## src/rtl/prefetch_queue.sv

```systemverilog
// prefetch_queue: code-byte prefetcher between the bus interface unit and the
// instruction decoder. Fetches words at CS:fetch_ip over a request/acknowledge
// bus and buffers up to DEPTH bytes. A new IP flushes the queue and restarts.
// Optional macro PREFETCH_BYPASS_EN: an accepted ack into an empty queue is
// presented on the FIFO outputs in the same cycle and may be consumed there.
//
// Memory handshake: mem_access is a registered request that rises together
// with a registered mem_address and holds both stable until the single-cycle
// mem_ack; mem_data is valid only in the mem_ack cycle. mem_access drops in
// the cycle after the ack, so there is always an idle cycle between requests.
// Decoder side: fifo_empty=0 means fifo_rd_data is a valid head byte;
// fifo_rd_en with fifo_empty=0 pops it at the clock edge, otherwise ignored.
module prefetch_queue #(
  parameter int DEPTH = 6
) (
  input  logic        clk,
  input  logic        reset,
  input  logic [15:0] cs,
  input  logic        load_new_ip,
  input  logic [15:0] new_ip,
  output logic        mem_access,
  output logic [18:0] mem_address,
  input  logic        mem_ack,
  input  logic [15:0] mem_data,
  input  logic        fifo_rd_en,
  output logic [7:0]  fifo_rd_data,
  output logic        fifo_empty,
  output logic [15:0] fetch_ip,
  output logic [1:0]  dbg_state_o
);

  localparam int PW = (DEPTH > 1) ? $clog2(DEPTH) : 1;
  localparam int CW = $clog2(DEPTH + 1);
  localparam logic [CW-1:0] DEPTH_C = CW'(DEPTH);
  localparam logic [PW-1:0] LAST_PTR = PW'(DEPTH - 1);

  typedef enum logic [1:0] {
    IDLE  = 2'd0,
    REQ   = 2'd1,
    ABORT = 2'd2
  } state_t;

  state_t        state_q;
  logic          mem_access_q;
  logic [18:0]   mem_address_q;
  logic [15:0]   fetch_ip_q;
  logic [7:0]    buf_q [DEPTH];
  logic [PW-1:0] rd_ptr_q;
  logic [PW-1:0] wr_ptr_q;
  logic [CW-1:0] count_q;

  logic [1:0]    fetch_size;
  logic [CW-1:0] fetch_size_c;
  logic [CW-1:0] free_space;
  logic [19:0]   phys_addr;
  logic          accept;
  logic [7:0]    first_byte;
  logic [1:0]    push_n;
  logic          pop;
  logic [7:0]    wr_byte0;
  logic [7:0]    wr_byte1;
  logic          queue_empty;

  function automatic logic [PW-1:0] ptr_inc(input logic [PW-1:0] p);
    return (p == LAST_PTR) ? '0 : p + PW'(1);
  endfunction

  assign queue_empty  = (count_q == '0);
  assign fetch_size   = fetch_ip_q[0] ? 2'd1 : 2'd2;
  assign fetch_size_c = CW'(fetch_size);
  assign free_space   = DEPTH_C - count_q;
  assign phys_addr    = {cs, 4'b0000} + {4'b0000, fetch_ip_q};
  // An ack only delivers bytes if no flush is requested in the same cycle.
  assign accept       = (state_q == REQ) && mem_ack && !load_new_ip;
  assign first_byte   = fetch_ip_q[0] ? mem_data[15:8] : mem_data[7:0];

  // Decide how many bytes are written and whether the head is popped.
  always_comb begin
    push_n   = 2'd0;
    pop      = 1'b0;
    wr_byte0 = first_byte;
    wr_byte1 = mem_data[15:8];
    if (accept) begin
      push_n = fetch_size;
    end
`ifdef PREFETCH_BYPASS_EN
    // First byte goes straight to the decoder; only the remainder is stored.
    if (accept && queue_empty && fifo_rd_en) begin
      push_n   = fetch_size - 2'd1;
      wr_byte0 = mem_data[15:8];
    end
`endif
    if (!load_new_ip && !queue_empty && fifo_rd_en) begin
      pop = 1'b1;
    end
  end

  // Decoder-facing outputs.
  always_comb begin
`ifdef PREFETCH_BYPASS_EN
    fifo_empty   = queue_empty && !accept;
    fifo_rd_data = !queue_empty ? buf_q[rd_ptr_q] :
                   (accept ? first_byte : 8'h00);
`else
    fifo_empty   = queue_empty;
    fifo_rd_data = !queue_empty ? buf_q[rd_ptr_q] : 8'h00;
`endif
  end

  // Byte queue storage, pointers and occupancy; a new IP empties it.
  always_ff @(posedge clk) begin
    if (reset || load_new_ip) begin
      rd_ptr_q <= '0;
      wr_ptr_q <= '0;
      count_q  <= '0;
    end else begin
      if (push_n != 2'd0) begin
        buf_q[wr_ptr_q] <= wr_byte0;
      end
      if (push_n == 2'd2) begin
        buf_q[ptr_inc(wr_ptr_q)] <= wr_byte1;
      end
      if (push_n == 2'd2) begin
        wr_ptr_q <= ptr_inc(ptr_inc(wr_ptr_q));
      end else if (push_n == 2'd1) begin
        wr_ptr_q <= ptr_inc(wr_ptr_q);
      end
      if (pop) begin
        rd_ptr_q <= ptr_inc(rd_ptr_q);
      end
      count_q <= count_q + CW'(push_n) - CW'(pop);
    end
  end

  // Fetch FSM: issues requests, tracks fetch_ip, swallows aborted acks.
  always_ff @(posedge clk) begin
    if (reset) begin
      state_q       <= IDLE;
      mem_access_q  <= 1'b0;
      mem_address_q <= '0;
      fetch_ip_q    <= '0;
    end else begin
      case (state_q)
        IDLE: begin
          if (load_new_ip) begin
            fetch_ip_q <= new_ip;
          end else if (free_space >= fetch_size_c) begin
            state_q       <= REQ;
            mem_access_q  <= 1'b1;
            mem_address_q <= phys_addr[19:1];
          end
        end
        REQ: begin
          if (load_new_ip) begin
            fetch_ip_q <= new_ip;
            if (mem_ack) begin
              state_q      <= IDLE;
              mem_access_q <= 1'b0;
            end else begin
              state_q <= ABORT;
            end
          end else if (mem_ack) begin
            fetch_ip_q   <= fetch_ip_q + {14'd0, fetch_size};
            state_q      <= IDLE;
            mem_access_q <= 1'b0;
          end
        end
        ABORT: begin
          if (load_new_ip) begin
            fetch_ip_q <= new_ip;
          end
          if (mem_ack) begin
            state_q      <= IDLE;
            mem_access_q <= 1'b0;
          end
        end
        default: begin
          state_q      <= IDLE;
          mem_access_q <= 1'b0;
        end
      endcase
    end
  end

  assign mem_access  = mem_access_q;
  assign mem_address = mem_address_q;
  assign fetch_ip    = fetch_ip_q;
  assign dbg_state_o = state_q;

endmodule

```

## config.mk

```make
export PLATFORM = sky130hd
export DESIGN_NAME = prefetch_queue
export DESIGN_NICKNAME = d
export VERILOG_FILES = /design/src/rtl/prefetch_queue.sv
export SDC_FILE = /design/constraint.sdc
export NUM_CORES = 1
export LEC_CHECK = 0
export BUFFER_PORTS_ARGS = -buffer_cell sky130_fd_sc_hd__buf_2
export CAP_MARGIN = 20
export CORE_ASPECT_RATIO = 1.5
export CORE_MARGIN = 4
export CORE_UTILIZATION = 40
export CTS_CLUSTER_DIAMETER = 200
export CTS_CLUSTER_SIZE = 10
export DETAILED_ROUTE_END_ITERATION = 12
export PLACE_DENSITY_LB_ADDON = 0.12
export REMOVE_ABC_BUFFERS = 1
export SYNTH_ARGS = -nofsm -noshare
export SYNTH_HDL_FRONTEND = slang
export SYNTH_SLANG_ARGS = --single-unit
```

## constraint.sdc

```tcl
create_clock -name clk -period 5.45 [get_ports clk]
set_input_delay 0.545 -clock clk [delete_from_list [all_inputs] [get_ports clk]]
set_output_delay 0.545 -clock clk [all_outputs]
set_load 0.005 [all_outputs]
```

==> results of run 1 <==
## Yosys cell counts (all sizes together) (3+ instances only)
| library cell | n | area share, % |
|---|---|---|
| nor2 | 52 | 3.4 |
| nand2 | 56 | 3.6 |
| o21a | 3 | 0.39 |
| mux2 | 48 | 9.3 |
| inv | 12 | 0.78 |
| o21ai | 20 | 1.7 |
| o211ai | 8 | 1.4 |
| o41ai | 3 | 0.78 |
| and3 | 8 | 0.89 |
| or2 | 3 | 0.37 |
| nand2b | 5 | 0.54 |
| a21o | 5 | 0.69 |
| dfxtp | 50 | 17 |
| xnor2 | 7 | 1.1 |
| o22ai | 3 | 0.32 |
| mux4 | 8 | 3.1 |
| edfxtp | 48 | 25 |
| clkbuf | 19 | 1.6 |
| nor3b | 3 | 0.39 |
| o31ai | 7 | 0.91 |
| nor3 | 8 | 0.78 |
| a22o | 5 | 0.76 |
| a311oi | 3 | 0.45 |
| a22oi | 4 | 0.52 |
| buf | 13 | 1.5 |
| a211oi | 17 | 2.2 |
| ha | 25 | 5.4 |
| xor2 | 5 | 0.76 |
| nand4 | 3 | 0.43 |
| and2 | 3 | 0.32 |
| a21oi | 43 | 4.3 |
| a211o | 4 | 0.65 |
| nand3 | 14 | 1.4 |
| mux2i | 11 | 1.9 |
## flip-flops by register name (all words and copies together) (netlist names), named ones only
signal / flops
wr_ptr_q: 3
count_q: 3
mem_access: 1
mem_address: 19
fetch_ip: 16
rd_ptr_q: 3
buf_q: 48
dbg_state_o: 2
## kinds of logic (layout without fill, tap and decap cells)
logic type,Yosys count,in the layout,synth area share [%]
muxes,67,67,14.37
buffers and inverters,44,134,3.894
xor gates and xnor gates,12,12,1.817
DFF,98,98,42.23
adders and majority gates,27,27,6.101
and+or+nand+nor,169,169,14.02
AOI/OAI and AO/OA,138,138,17.57
## metal layers
layer | vias up | share of wire [%]
met4 | 0 | 1.6
met5 | - | 0
li1 | 2245 | -
met3 | 13 | 4.1
met1 | 2163 | 40
met2 | 108 | 55
## worst register-to-register path, stage by stage, from the launching register on
cell      delay [ps]
dfxtp_1          330
inv_1             80
ha_1             130
nor2b_1          770
nand2b_1         250
nor2_1           110
and2_1           200
a41o_1           210
ha_1             170
inv_1             60
fa_1             180
xnor2_1          130
xnor2_1          130
nor2_1            50
## power groups by stage
| stage | sequential (uW) | combinational (uW) | clock (uW) |
|---|---|---|---|
| floorplan | 847 | 203 | 0 |
| global placement | 852 | 319 | 0 |
| detailed placement | 852 | 324 | 0 |
| CTS | 835 | 326 | 661 |
| global route | 840 | 363 | 692 |
| finish | 835 | 322 | 645 |
## per-stage QoR
stage          power [uW]  cell area (um^2)  hold WS [ps]
3_5_place_dp         1176              6389         442.9
5_1_grt              1895              6710         467.1
6_report             1802              6710         451.6
3_3_place_gp         1171              6374         446.0
4_1_cts              1822              6683         455.4
2_1_floorplan        1050              5603         442.2
## layout make-up
type	count	area, um^2	area share, %
multi-input cells	413	3120	46.50
flip-flops and latches	98	2442	36.40
repair buffers	106	568.0	8.465
well taps	192	240.2	3.580
clock buffers	10	229.0	3.412
clock inverters	6	65.06	0.9696
inverters	12	45.04	0.6713
## worst max path at each step
stage                       to  slack (ps)  cells after the start           start
6_report            count_q[2]        2520                     13      count_q[0]
5_1_grt             count_q[2]        2250                     13      count_q[0]
4_1_cts        fifo_rd_data[2]        2430                      4       flip-flop
3_5_place_dp   mem_address[17]        2430                      9           cs[0]
3_3_place_gp       buf_q[1][0]        2420                      6           reset
2_1_floorplan      buf_q[4][0]        2820                      5  dbg_state_o[0]
==> results.cfg, run 1 <==
[power]
combinationalPowerShare_pct = 17.9
p_int_uw = 1309
ir_drop_v = 0.0001469
powerDensity_mw_per_mm2 = 268.6
switching_power_uw = 493.1
leakage_uw = 0.002605
power_frac_seq_pct = 46.3
switching_share_pct = 27.36
power.share.clock_pct = 35.8

[placed_design]
pre_cts_ws_ps = 2431
dp.cells = 820
port_buffers = 99
globalplace.congestion = 0.8358
dp_hpwl_mm = 11.13

[timing]
grt_setup_unrepaired = false
fmax_ghz = 0.3416
finalMaxSlewViolations = 0
relSlewSlack_pct = 34.23
period_share_pct = 53.71
setup_viol = 0
tns_ps = 0
fin_skew_ps = 12.07
hold_viol = 0
tightest_slew_ps = 983.8
finalCriticalPeriod_ps = 2927
fin_ws_ps = 2523

[min_path]
hp-class = flip-flop to flip-flop
whs_path_depth = 2
hold_path_startpoint = mem_address[1]
hold_path_end = mem_address[1]

[worst_setup_path]
cp_cell_sequence = inv_1 -> ha_1 -> nor2b_1 -> nand2b_1 -> nor2_1 -> and2_1 -> a41o_1 -> ha_1 -> inv_1 -> fa_1 -> xnor2_1 -> xnor2_1 -> nor2_1
critical_path.top_delay_family = simple AND/OR/NAND/NOR gates
crit_type = flip-flop to flip-flop
start_kind = flip-flop
crit_buf_inv = 2
worst_path_largest_cell_delay_ps = 770
cpMaxStageDelayCell = nor2b_1
cp_data_arrival_time_ps = 3150
worstPathMaxFanout = 10
reg2reg_to = count_q[2]
required_ps = 5670
critPathCaptureType = flip-flop
worstRegToRegCells = 13
r2r_slack_ps = 2520
r2r_start = count_q[0]

[global_route]
use_met2_pct = 35.24
grt_use_met3_pct = 3.528
use_met1_pct = 20.86
grt_pass1_vias = 4710
grt_max_degree = 36
track_usage_pct = 18.61
grt_pass1_wl_mm = 24.25
overflow = 0
top_usage_layer = met2
grt_antenna_before_repair = 0

[finish]
diodes = 0
syn2layout_area_growth_pct = 16.03
layout_commonest_cell = buf_2
final_core_util_pct = 47.51
fin_nets = 720
final_cell_mix = 99 x buf_2, 56 x nand2_1, 52 x nor2_1
layout-drive-gt1-share_pct = 30.85
fin_cells = 837
n_fill_cell = 1388

[logic_synthesis]
seq_area_frac_synth_pct = 42.23
async_reset_ff_share_pct = 0
synth_area_per_cell_um2 = 10.42
ys_seq_elements = 98
synth_cells = 555
synthFlopType = dfxtp_1
syn_area_mm2 = 0.005783
yosysWarnings = 0
synth_edf_count = 48
synth.distinct_cells = 73

[clock_network]
cts-resized-gates = 0
cts_setup_buffers = 0
clock_sinks = 98
cts-buffers-inserted = 9
worst_skew_pair.late_latency_ps = 350
path_clk_slew_ps = 70
clock_path_buffers = 2
cts_hold_buf = 0
cts_max_level = 3
cts-root-buf = clkbuf_16
cts_tree = done

[floorplan]
start_util_pct = 40.94
rows = 53
die_h_um = 155.3
design.die.area_mm2 = 0.01649
core_area_mm2 = 0.01412
die_w_um = 106.2
ioPinCount = 100

[drt]
wl_per_cell_um = 17.86
dr.pass1.iters = 4
antenna_left = 0
routed_via_density = 5.411
wl_mm = 14.95
drtIter0Drc = 162
vias = 4529
drc_errors = 0

[job]
maxCapViolations = 0

[run_status]
status = finished, final reports clean
Power figures use the tool's default switching activity.
==> run 2: changes to the inputs <==
==> constraint.sdc (replaced) <==
create_clock -name clk -period 2.65 [get_ports clk]
set_input_delay 0.265 -clock clk [delete_from_list [all_inputs] [get_ports clk]]
set_output_delay 0.265 -clock clk [all_outputs]
set_load 0.005 [all_outputs]
==> results.cfg, run 2 (synthesis results as in run 1) <==
[run_status]
status = finished, final reports clean

[timing]
relSlewSlack_pct = 55.31
fin_skew_ps = 13.48
tightest_slew_ps = 670.4
tns_ps = 0
finalCriticalPeriod_ps = 2417
fin_ws_ps = 232.6
grt_setup_unrepaired = false
fmax_ghz = 0.4137
setup_viol = 0
finalMaxSlewViolations = 0
hold_viol = 0
period_share_pct = 91.22

[floorplan]
rows = 53
ioPinCount = 100
core_area_mm2 = 0.01412
start_util_pct = 40.94
die_w_um = 106.2
die_h_um = 155.3
design.die.area_mm2 = 0.01649

[clock_network]
cts_tree = done
clock_sinks = 98
cts-resized-gates = 0
cts_max_level = 3
worst_skew_pair.late_latency_ps = 350
cts_setup_buffers = 0
cts_hold_buf = 0
cts-root-buf = clkbuf_16
cts-buffers-inserted = 9
path_clk_slew_ps = 80
clock_path_buffers = 2

[finish]
largest_register = buf_q
fin_nets = 743
syn2layout_area_growth_pct = 18.89
largest_reg_flops = 48
diodes = 0
layout-drive-gt1-share_pct = 33.53
final_core_util_pct = 48.68
layout_commonest_cell = buf_2
fin_cells = 860
final_cell_mix = 99 x buf_2, 56 x nand2_1, 52 x nor2_1

[worst_setup_path]
cp_cell_sequence = inv_1 -> ha_1 -> nor2b_1 -> nand2b_1 -> nor2_1 -> and2_1 -> a41o_1 -> ha_1 -> inv_1 -> fa_1 -> xnor2_1 -> xnor2_1 -> nor2_1
worst_path_largest_cell_delay_ps = 380
start_kind = flip-flop
crit_type = flip-flop to flip-flop
cpMaxStageDelayCell = fa_1
required_ps = 2870
critPathCaptureType = flip-flop
worstPathMaxFanout = 3
cp_data_arrival_time_ps = 2640

[power]
leakage_uw = 0.002726
ir_drop_v = 0.0002806
powerDensity_mw_per_mm2 = 541.9
total_power_uw = 3726

[min_path]
hp-class = primary input to flip-flop

[job]
maxCapViolations = 0

[drt]
wl_mm = 14.86
dr.pass1.iters = 4
drtIter0Drc = 111
drc_errors = 0
antenna_left = 0
routed_via_density = 5.410
vias = 4653
wl_per_cell_um = 17.28

[placed_design]
pre_cts_ws_ps = 229.3
dp_hpwl_mm = 11.15
port_buffers = 99
dp.cells = 844
globalplace.congestion = 0.8881

[global_route]
grt_max_degree = 45
track_usage_pct = 18.29
grt_pass1_vias = 4823
overflow = 0
grt_antenna_before_repair = 0
grt_pass1_wl_mm = 23.85
run 2: layer usage:
| metal | share of wire (%) | GRT usage, % | wire, um | vias up |
|---|---|---|---|---|
| li1 | - | - | - | 2301 |
| met3 | 4.5 | 3.321 | 667 | 29 |
| met2 | 54 | 35.15 | 8047 | 114 |
| met4 | 2.5 | 7.284 | 375 | 0 |
| met1 | 39 | 19.35 | 5768 | 2209 |
| met5 | 0 | 0 | 0 | - |
run 2: layout make-up:
type	instances	area, um^2
Fill cell	1374	7249
Multi-Input combinational cell	413	3120
Sequential cell	98	2442
Timing Repair Buffer	129	733.2
Tap cell	192	240.2
Clock buffer	9	225.2
Clock inverter	7	68.82
Inverter	12	45.04
run 2: critical path: cells and delay by family (launching register included):
kind | cells | cell delay, ps
flip-flops | 1 | 360
adder cells (fa/ha/maj) | 3 | 700
XOR/XNOR | 2 | 330
AND/OR/NAND/NOR | 5 | 670
AO/OA/AOI/OAI | 1 | 110
buffers and inverters | 2 | 120
run 2: stage by stage:
stage | area [um^2] | hold slack (ps)
4_1_cts | 6875 | 170.8
2_1_floorplan | 5603 | 334.1
5_1_grt | 6875 | 205.5
3_5_place_dp | 6581 | 446.5
3_3_place_gp | 6581 | 438.9
6_report | 6875 | 188.7
run 2: final timing paths:
check | startpoint | end | slack (ps) | depth (start not counted)
min reg2reg | mem_address[4] | mem_address[4] | 460 | 2
max | count_q[0] | count_q[2] | 230 | 13
max reg2reg | count_q[0] | count_q[2] | 230 | 13
min | new_ip[5] | fetch_ip[5] | 190 | 3
run 2: power by group:
part / leakage [uW] / switching (uW) / internal, uW
combinational: 0.00174 / 382 / 336
clock: 0.000146 / 644 / 665
sequential: 0.000842 / 48.3 / 1650
total: 0.00273 / 1070 / 2650
